===== src/rtl/wb_master_if_pkg.sv =====
// Shared definitions for the Wishbone classic-cycle initiator: FSM states,
// bus width defaults and the timeout counter sizing helper.
package wb_master_if_pkg;

  localparam int unsigned WB_AW = 32;
  localparam int unsigned WB_DW = 32;
  localparam logic [WB_DW-1:0] ZERO_WORD = '0;

  typedef enum logic [1:0] {
    ST_IDLE   = 2'd0,
    ST_ACTIVE = 2'd1,
    ST_DONE   = 2'd2
  } wb_state_e;

  // A zero-wide counter is illegal, so a disabled timeout still gets one bit.
  function automatic int unsigned cnt_width(input int unsigned timeout);
    return (timeout == 0) ? 1 : $clog2(timeout + 1);
  endfunction

endpackage


===== src/rtl/wb_master_if_timeout_cnt.sv =====
// Saturating cycle counter with synchronous clear and count enable; flags the
// last permitted wait cycle so the initiator can abort an unanswered access.
module wb_master_if_timeout_cnt
  import wb_master_if_pkg::*;
#(
  parameter int unsigned TIMEOUT = 255
) (
  input  logic clk_i,
  input  logic rst_i,
  input  logic clr_i,
  input  logic en_i,
  output logic tc_o
);

  localparam int unsigned CW = cnt_width(TIMEOUT);

  logic [CW-1:0] cnt_q;

  always_ff @(posedge clk_i or posedge rst_i) begin
    if (rst_i) begin
      cnt_q <= '0;
    end else if (clr_i) begin
      cnt_q <= '0;
    end else if (en_i && (cnt_q != '1)) begin
      cnt_q <= cnt_q + 1'b1;
    end
  end

  always_comb begin
    tc_o = (TIMEOUT != 0) && (cnt_q == CW'(TIMEOUT - 1));
  end

endmodule


===== src/rtl/wb_master_if.sv =====
// Wishbone classic-cycle initiator: turns one held core load/store request into
// a single bus read or write, reporting completion, bus error or timeout.
module wb_master_if
  import wb_master_if_pkg::*;
#(
  parameter int unsigned AW      = WB_AW,
  parameter int unsigned DW      = WB_DW,
  parameter int unsigned TIMEOUT = 255
) (
  input  logic            wb_clk_i,
  input  logic            wb_rst_i,
  input  logic            cpu_req_i,
  input  logic            cpu_we_i,
  input  logic [AW-1:0]   cpu_addr_i,
  input  logic [DW-1:0]   cpu_wdata_i,
  input  logic [DW/8-1:0] cpu_sel_i,
  output logic [DW-1:0]   cpu_rdata_o,
  output logic            cpu_done_o,
  output logic            cpu_err_o,
  output logic            cpu_stall_o,
  output logic [AW-1:0]   wb_adr_o,
  output logic [DW-1:0]   wb_dat_o,
  input  logic [DW-1:0]   wb_dat_i,
  output logic [DW/8-1:0] wb_sel_o,
  output logic            wb_we_o,
  output logic            wb_stb_o,
  output logic            wb_cyc_o,
  input  logic            wb_ack_i,
  input  logic            wb_err_i
);

  wb_state_e       state_q;
  logic [AW-1:0]   adr_q;
  logic [DW-1:0]   dat_q;
  logic [DW/8-1:0] sel_q;
  logic            we_q;
  logic            cyc_q;
  logic [DW-1:0]   rdata_q;
  logic            done_q;
  logic            err_q;

  logic tmo_clr;
  logic tmo_en;
  logic tmo_tc;

  assign tmo_clr = (state_q == ST_IDLE) && cpu_req_i;
  assign tmo_en  = (state_q == ST_ACTIVE);

  wb_master_if_timeout_cnt #(
    .TIMEOUT(TIMEOUT)
  ) u_tmo (
    .clk_i(wb_clk_i),
    .rst_i(wb_rst_i),
    .clr_i(tmo_clr),
    .en_i (tmo_en),
    .tc_o (tmo_tc)
  );

  always_ff @(posedge wb_clk_i or posedge wb_rst_i) begin
    if (wb_rst_i) begin
      state_q <= ST_IDLE;
      adr_q   <= '0;
      dat_q   <= DW'(ZERO_WORD);
      sel_q   <= '0;
      we_q    <= 1'b0;
      cyc_q   <= 1'b0;
      rdata_q <= DW'(ZERO_WORD);
      done_q  <= 1'b0;
      err_q   <= 1'b0;
    end else begin
      done_q <= 1'b0;
      err_q  <= 1'b0;
      case (state_q)
        ST_IDLE: begin
          if (cpu_req_i) begin
            adr_q   <= cpu_addr_i;
            dat_q   <= cpu_wdata_i;
            sel_q   <= cpu_sel_i;
            we_q    <= cpu_we_i;
            cyc_q   <= 1'b1;
            state_q <= ST_ACTIVE;
          end
        end
        ST_ACTIVE: begin
          // err outranks ack so a conflicting response never returns data
          if (wb_err_i) begin
            cyc_q   <= 1'b0;
            done_q  <= 1'b1;
            err_q   <= 1'b1;
            state_q <= ST_DONE;
          end else if (wb_ack_i) begin
            cyc_q   <= 1'b0;
            done_q  <= 1'b1;
            if (!we_q) begin
              rdata_q <= wb_dat_i;
            end
            state_q <= ST_DONE;
          end else if (tmo_tc) begin
            cyc_q   <= 1'b0;
            done_q  <= 1'b1;
            err_q   <= 1'b1;
            state_q <= ST_DONE;
          end
        end
        ST_DONE: begin
          state_q <= ST_IDLE;
        end
        default: begin
          state_q <= ST_IDLE;
        end
      endcase
    end
  end

  assign wb_adr_o    = adr_q;
  assign wb_dat_o    = dat_q;
  assign wb_sel_o    = sel_q;
  assign wb_we_o     = we_q;
  assign wb_cyc_o    = cyc_q;
  assign wb_stb_o    = cyc_q;
  assign cpu_rdata_o = rdata_q;
  assign cpu_done_o  = done_q;
  assign cpu_err_o   = err_q;
  assign cpu_stall_o = cpu_req_i & ~done_q;

endmodule


===== config.mk =====
export PLATFORM = sky130hd
export DESIGN_NAME = wb_master_if
export DESIGN_NICKNAME = d
export VERILOG_FILES = /design/src/rtl/wb_master_if_pkg.sv /design/src/rtl/wb_master_if_timeout_cnt.sv /design/src/rtl/wb_master_if.sv
export SDC_FILE = /design/constraint.sdc
export NUM_CORES = 1
export LEC_CHECK = 0
export BUFFER_PORTS_ARGS = -buffer_cell sky130_fd_sc_hd__buf_2
export CORE_MARGIN = 2
export CORE_UTILIZATION = 37
export CTS_BUF_LIST = sky130_fd_sc_hd__clkbuf_8 sky130_fd_sc_hd__clkbuf_16
export DETAILED_ROUTE_END_ITERATION = 12
export MAX_ROUTING_LAYER = met4
export PLACE_DENSITY_LB_ADDON = 0.15
export RECOVER_POWER = 100
export SYNTH_ARGS = -nofsm -noshare
export SYNTH_HDL_FRONTEND = slang
export SYNTH_SLANG_ARGS = --single-unit

===== constraint.sdc =====
create_clock -name wb_clk_i -period 7.8 [get_ports wb_clk_i]
set_clock_uncertainty 0.15 [all_clocks]
set_input_delay 2.34 -clock wb_clk_i [delete_from_list [all_inputs] [get_ports wb_clk_i]]
set_output_delay 2.34 -clock wb_clk_i [all_outputs]
set_load 0.01 [all_outputs]

# Yosys cells after proc, flatten, opt, wreduce, memory -nomap -nowiden
# Cells that the tools add are included.
# W data, S select, Z words.
dict set report classes {
  n_mul 0
  n_div 0
  add_sub_neg 1
  bitwise 4
  shift 0
  magnitude_cmp 0
  n_reduce_logical 9
  mux 19
  eq_ne 5
}
# cell n
set op_table {}
lappend op_table {{$mux W8} 2}
lappend op_table {{$mux W1} 11}
lappend op_table {{$add A8 B1 Y8 const B} 1}
lappend op_table {{$eq A8 B8 Y1 const B} 1}
lappend op_table {{$mux W2} 4}
lappend op_table {{$ne A8 B8 Y1 const B} 1}
lappend op_table {{$ne A4 B4 Y1 const B} 1}
lappend op_table {{$pmux W2 S2} 1}
lappend op_table {{$reduce_and A2 Y1} 2}
lappend op_table {{$reduce_and A4 Y1} 1}
lappend op_table {{$reduce_bool A2 Y1} 2}
lappend op_table {{$not A1 Y1} 3}
lappend op_table {{$reduce_and A3 Y1} 1}
lappend op_table {{$eq A2 B1 Y1 const B} 1}
lappend op_table {{$logic_and A1 B1 Y1} 2}
lappend op_table {{$logic_not A2 Y1} 1}
lappend op_table {{$ne A2 B2 Y1 const B} 1}
lappend op_table {{$pmux W1 S2} 1}
lappend op_table {{$and A1 B1 Y1} 1}
dict set report word_totals {
  ram_bits 0
  latch_bits 0
  rom_bits 0
  register_bits 114
  n_memories 0
}

# Logic depth before layout (Yosys ltp)
dict set report logic_depth {
  depth_word 5
  ltp_mapped 6
  ltp_nobuf 6
}

# By module
# Synthesis repeated with hierarchy kept, for this count alone.
dict set report unflattened {
  cells_unflattened 291
  hier_area_um2 4633.2
}
# module seq_area_each_um2 n_inst cells_each area_each_um2
set by_module_without_submodules {}
lappend by_module_without_submodules {wb_master_if 2652.5 1 236 4108.9}
lappend by_module_without_submodules {wb_master_if_timeout_cnt 200.2 1 55 524.3}

# Worst setup path after synthesis
# No wires, ideal clock.
dict set report synth_path {
  kind {input-to-output}
  from {input port cpu_req_i}
  to {output port cpu_stall_o}
  required_ns 5.310
  arrival_time_ns 2.537
  path_stages 1
  slack_ns 2.773
  path_cell_list {nor2b_1}
}
dict set report synth_via {
  elab_chain_len 1
}
# element line
set synth_rtl {}
lappend synth_rtl {{start: declaration} wb_master_if.sv:12} ;# input logic cpu_req_i,
lappend synth_rtl {{$and A1 B1 Y1} wb_master_if.sv:124} ;# assign cpu_stall_o = cpu_req_i & ~done_q;
lappend synth_rtl {{end: declaration} wb_master_if.sv:20} ;# output logic cpu_stall_o,
# No other way between the ends.

# Worst setup path in the final report
dict set report layout_path {
  from {input port cpu_req_i}
  to {register cyc_q (netlist: wb_cyc_o)}
}
dict set report layout_via {
  elab_chain_len 2
}
# element line
set layout_rtl {}
lappend layout_rtl {{$ne A2 B2 Y1 (no source line)} -}
lappend layout_rtl {{$reduce_and A3 Y1 (no source line)} -}
lappend layout_rtl {{end signal: assignment} wb_master_if.sv:66} ;# cyc_q <= 1'b0;
lappend layout_rtl {{end signal: assignment} wb_master_if.sv:80} ;# cyc_q <= 1'b1;
lappend layout_rtl {{end signal: assignment} wb_master_if.sv:87} ;# cyc_q <= 1'b0;
lappend layout_rtl {{end: declaration} wb_master_if.sv:37} ;# logic cyc_q;
# No other way between the ends.
# A chain may end at the register's enable or synchronous reset.

==> impl_metrics.csv <==
group,metric,value,unit
worst_setup_path,r2r_start,"state_q[0]",
sta,setup_viol,0,
worst_setup_path,cp-startpoint,"cpu_req_i",
layout,finalNetCount,743,
global_route,gr-usage-met3,0.0727,
synthesis,yosys.cell_types.count,30,
power_and_ir_drop,peakVddDrop,0.171,mV
global_route,grt-busiest-layer,"met2",
cts,hold_buffers,0,
synthesis,synthFlopType,"dfrtp_1",
layout,diodes,0,
synthesis,seq_area_frac_synth,0.626,
worst_setup_path,required,7.77,ns
synthesis,ys_async_sr_fraction,1.00,
routing,wirelength,11000,µm
global_route,gr-usage-met1,0.225,
cts,cts_made_buffers,17,
place,gp_congestion,0.703,
synthesis,yosys-top-cells-area,"dfrtp_1, nand2_1, mux2_4",
routing,drtPass1Iterations,4,
synthesis,synth.most_common_cell,"nand2_1",
floorplanning,io_pins,212,
power_and_ir_drop,total_power,2.24,mW
cts,insertion_delay,0.41,ns
power_and_ir_drop,pwr-share-seq,0.418,
hold_path,min_from,"wb_dat_o[11]",
sta,period_minus_slack,5.30,ns
cts,cts_htree_levels,4,
power_and_ir_drop,p_leak,3.07,nW
worst_setup_path,cp_max_fo,76,
cts,cts_tree,"yes",
global_route,grt_pass1_wl,17800,µm
sta,slew_headroom,-1.27,
floorplanning,die_h,115,µm
floorplanning,die_w,115,µm
worst_setup_path,startpoint_type,"input port",
sta,worst_slew_pin_slew,3.41,ns
synthesis,avgSynthCellArea,10.8,µm²
job,cap_violations,3,
worst_setup_path,cp-end-kind,"flop",
sta,max_clock_freq,0.189,GHz
synthesis,syn_area,4560,µm²
power_and_ir_drop,power.switching,0.736,mW
synthesis,synth.top_cell.area_share,0.626,
synthesis,yosys_warnings,0,
global_route,grt_remaining_overflow,0,
place,port_buffers,211,
routing,vias,3677,
status,status,"complete, but fails checks",
sta,fin_tns_setup,0,ns
routing,vias_per_cell,4.64,
routing,drt_first_iter_violations,207,
power_and_ir_drop,p_clk_frac,0.318,
cts,cts_sinks,114,
power_and_ir_drop,combPwrFrac,0.264,
power_and_ir_drop,power_density,375,nW/µm²
cts,cts_root_buf,"clkbuf_16",
floorplanning,rows,40,
sta,finalCritPeriodShare,0.680,
cts,ctsResizeCount,0,
global_route,antenna_found_initial,0,
synthesis,synth_common_cells,"nand2_1, dfrtp_1, mux2_4",
worst_setup_path,cp.arrival,5.28,ns
place,placedCellCount,763,
power_and_ir_drop,power.internal,1.51,mW
sta,rsz0062_at_grt,"no",
routing,wl_per_cell,13.9,µm
synthesis,syn_inst,424,
place,dp_hpwl,7470,µm
cts,clk_pin_slew,0.05,ns
global_route,grtUsageMet2,0.270,
routing,drcViolationCount,0,
layout,drive_above_1_share,0.216,
sta,final_hold_viol_count,0,
sta,drv_slew,216,
power_and_ir_drop,p_sw_frac,0.328,
routing,ant_nets,0,
global_route,grt_usage,0.181,
layout,final_cells,792,
global_route,grt_max_degree,77,
synthesis,synth_fp_nets,532,
status,violations,"max-capacitance violations, max-slew violations",
cts,clock_path_buffers,2,
cts,postCtsSetupRepairBufs,0,
hold_path,hp-class,"flop to flop",
worst_setup_path,crit_type,"input port to flop",
layout,area_delta_synth_final,31.1,%
floorplanning,coreArea,12000,µm²
synthesis,ys_ff_latch,114,
floorplanning,die_area,13200,µm²
floorplanning,initial_utilization,0.380,
synthesis,synth_edf_count,0,
synthesis,yosys.area.top_type,"dfrtp_1",
global_route,first_global_vias,3650,
[cells in the final DEF, fill, tap and decap left out, types with 2 or more instances in the layout]
cell type	Yosys	layout
o21ai_0	4	4
clkbuf_16	0	17
nand4_1	2	2
clkbuf_8	0	5
o31a_1	2	2
nand2_1	210	209
mux2_2	2	2
clkinv_2	0	5
nand3_1	6	6
buf_2	1	102
ha_1	2	2
a21oi_1	2	2
o211ai_1	3	3
clkbuf_1	15	111
dfrtp_1	114	114
or4_1	2	2
o31ai_1	5	5
nor2_1	5	5
mux2_1	0	29
inv_1	4	4
[registers in the layout, indices dropped and copies added, names as in the netlist]
signal and flops:
wb_cyc_o 1, wb_adr_o 32, wb_dat_o 32, state_q 2, wb_sel_o 4, cpu_done_o 1, wb_we_o 1, cpu_rdata_o 32
cpu_err_o 1, u_tmo.cnt_q 8
[power by group through the flow]
stage / combinational [mW] / clock [mW] / sequential, mW
2_1_floorplan: 0.302 / 0 / 1.04
3_3_place_gp: 0.705 / 0 / 0.934
3_5_place_dp: 0.716 / 0 / 0.939
4_1_cts: 0.718 / 0.736 / 0.936
5_1_grt: 0.674 / 0.763 / 0.969
6_report: 0.592 / 0.715 / 0.938
[cell families (layout without fill, tap and decap cells)]
group	count (synthesis)	in the layout	share of synthesized area
AO/OA/AOI/OAI	17	17	0.0255
XOR/XNOR	1	1	0.00192
multiplexers	32	32	0.104
buffers and inverters	26	247	0.0348
flip-flops	114	114	0.626
AND/OR/NAND/NOR	232	232	0.203
adder cells (fa/ha/maj)	2	2	0.00549
[layer usage]
layer	wire length (µm)	part of all wire	vias to the layer above
li1	-	-	1772
met3	991	0.090	11
met4	92	0.0084	0
met5	0	0	-
met2	5090	0.46	164
met1	4800	0.44	1730
[final timing paths]
path                       cells after the start  slack, ns              to
min                                            2       0.32    wb_dat_o[11]
max in group asynchronous                      3       3.29  cpu_rdata_o[9]
min in group asynchronous                      2       2.58  cpu_rdata_o[0]
max reg2reg                                    4       4.01        wb_cyc_o
min reg2reg                                    2       0.32    wb_dat_o[11]
max                                            4       2.50        wb_cyc_o
[through the flow]
stage          utilization  hold WS (ns)  worst slack, ns  instance area, µm²
2_1_floorplan            -         0.326             2.29                4560
3_3_place_gp         0.473         0.303             2.61                5680
3_5_place_dp         0.473         0.307             2.60                5680
4_1_cts              0.519         0.319             2.60                6240
5_1_grt              0.498         0.337             1.98                5980
6_report             0.498         0.316             2.50                5980
[worst max-delay path, cell delays in order]
cell and delay [ns]:
clkbuf_1 0.11, nand2_2 0.06, clkbuf_1 2.38, o21ai_0 0.31
[layout make-up]
type                       count  area (µm²)
clock buffer                  22         494
clock inverter                 7        58.8
fill                        1211        6030
inverter                       4        16.3
multi-input combinational    284        1440
sequential                   114        2850
tap                          147         184
timing repair buffer         214         935
(Power assumes the default switching activity.)
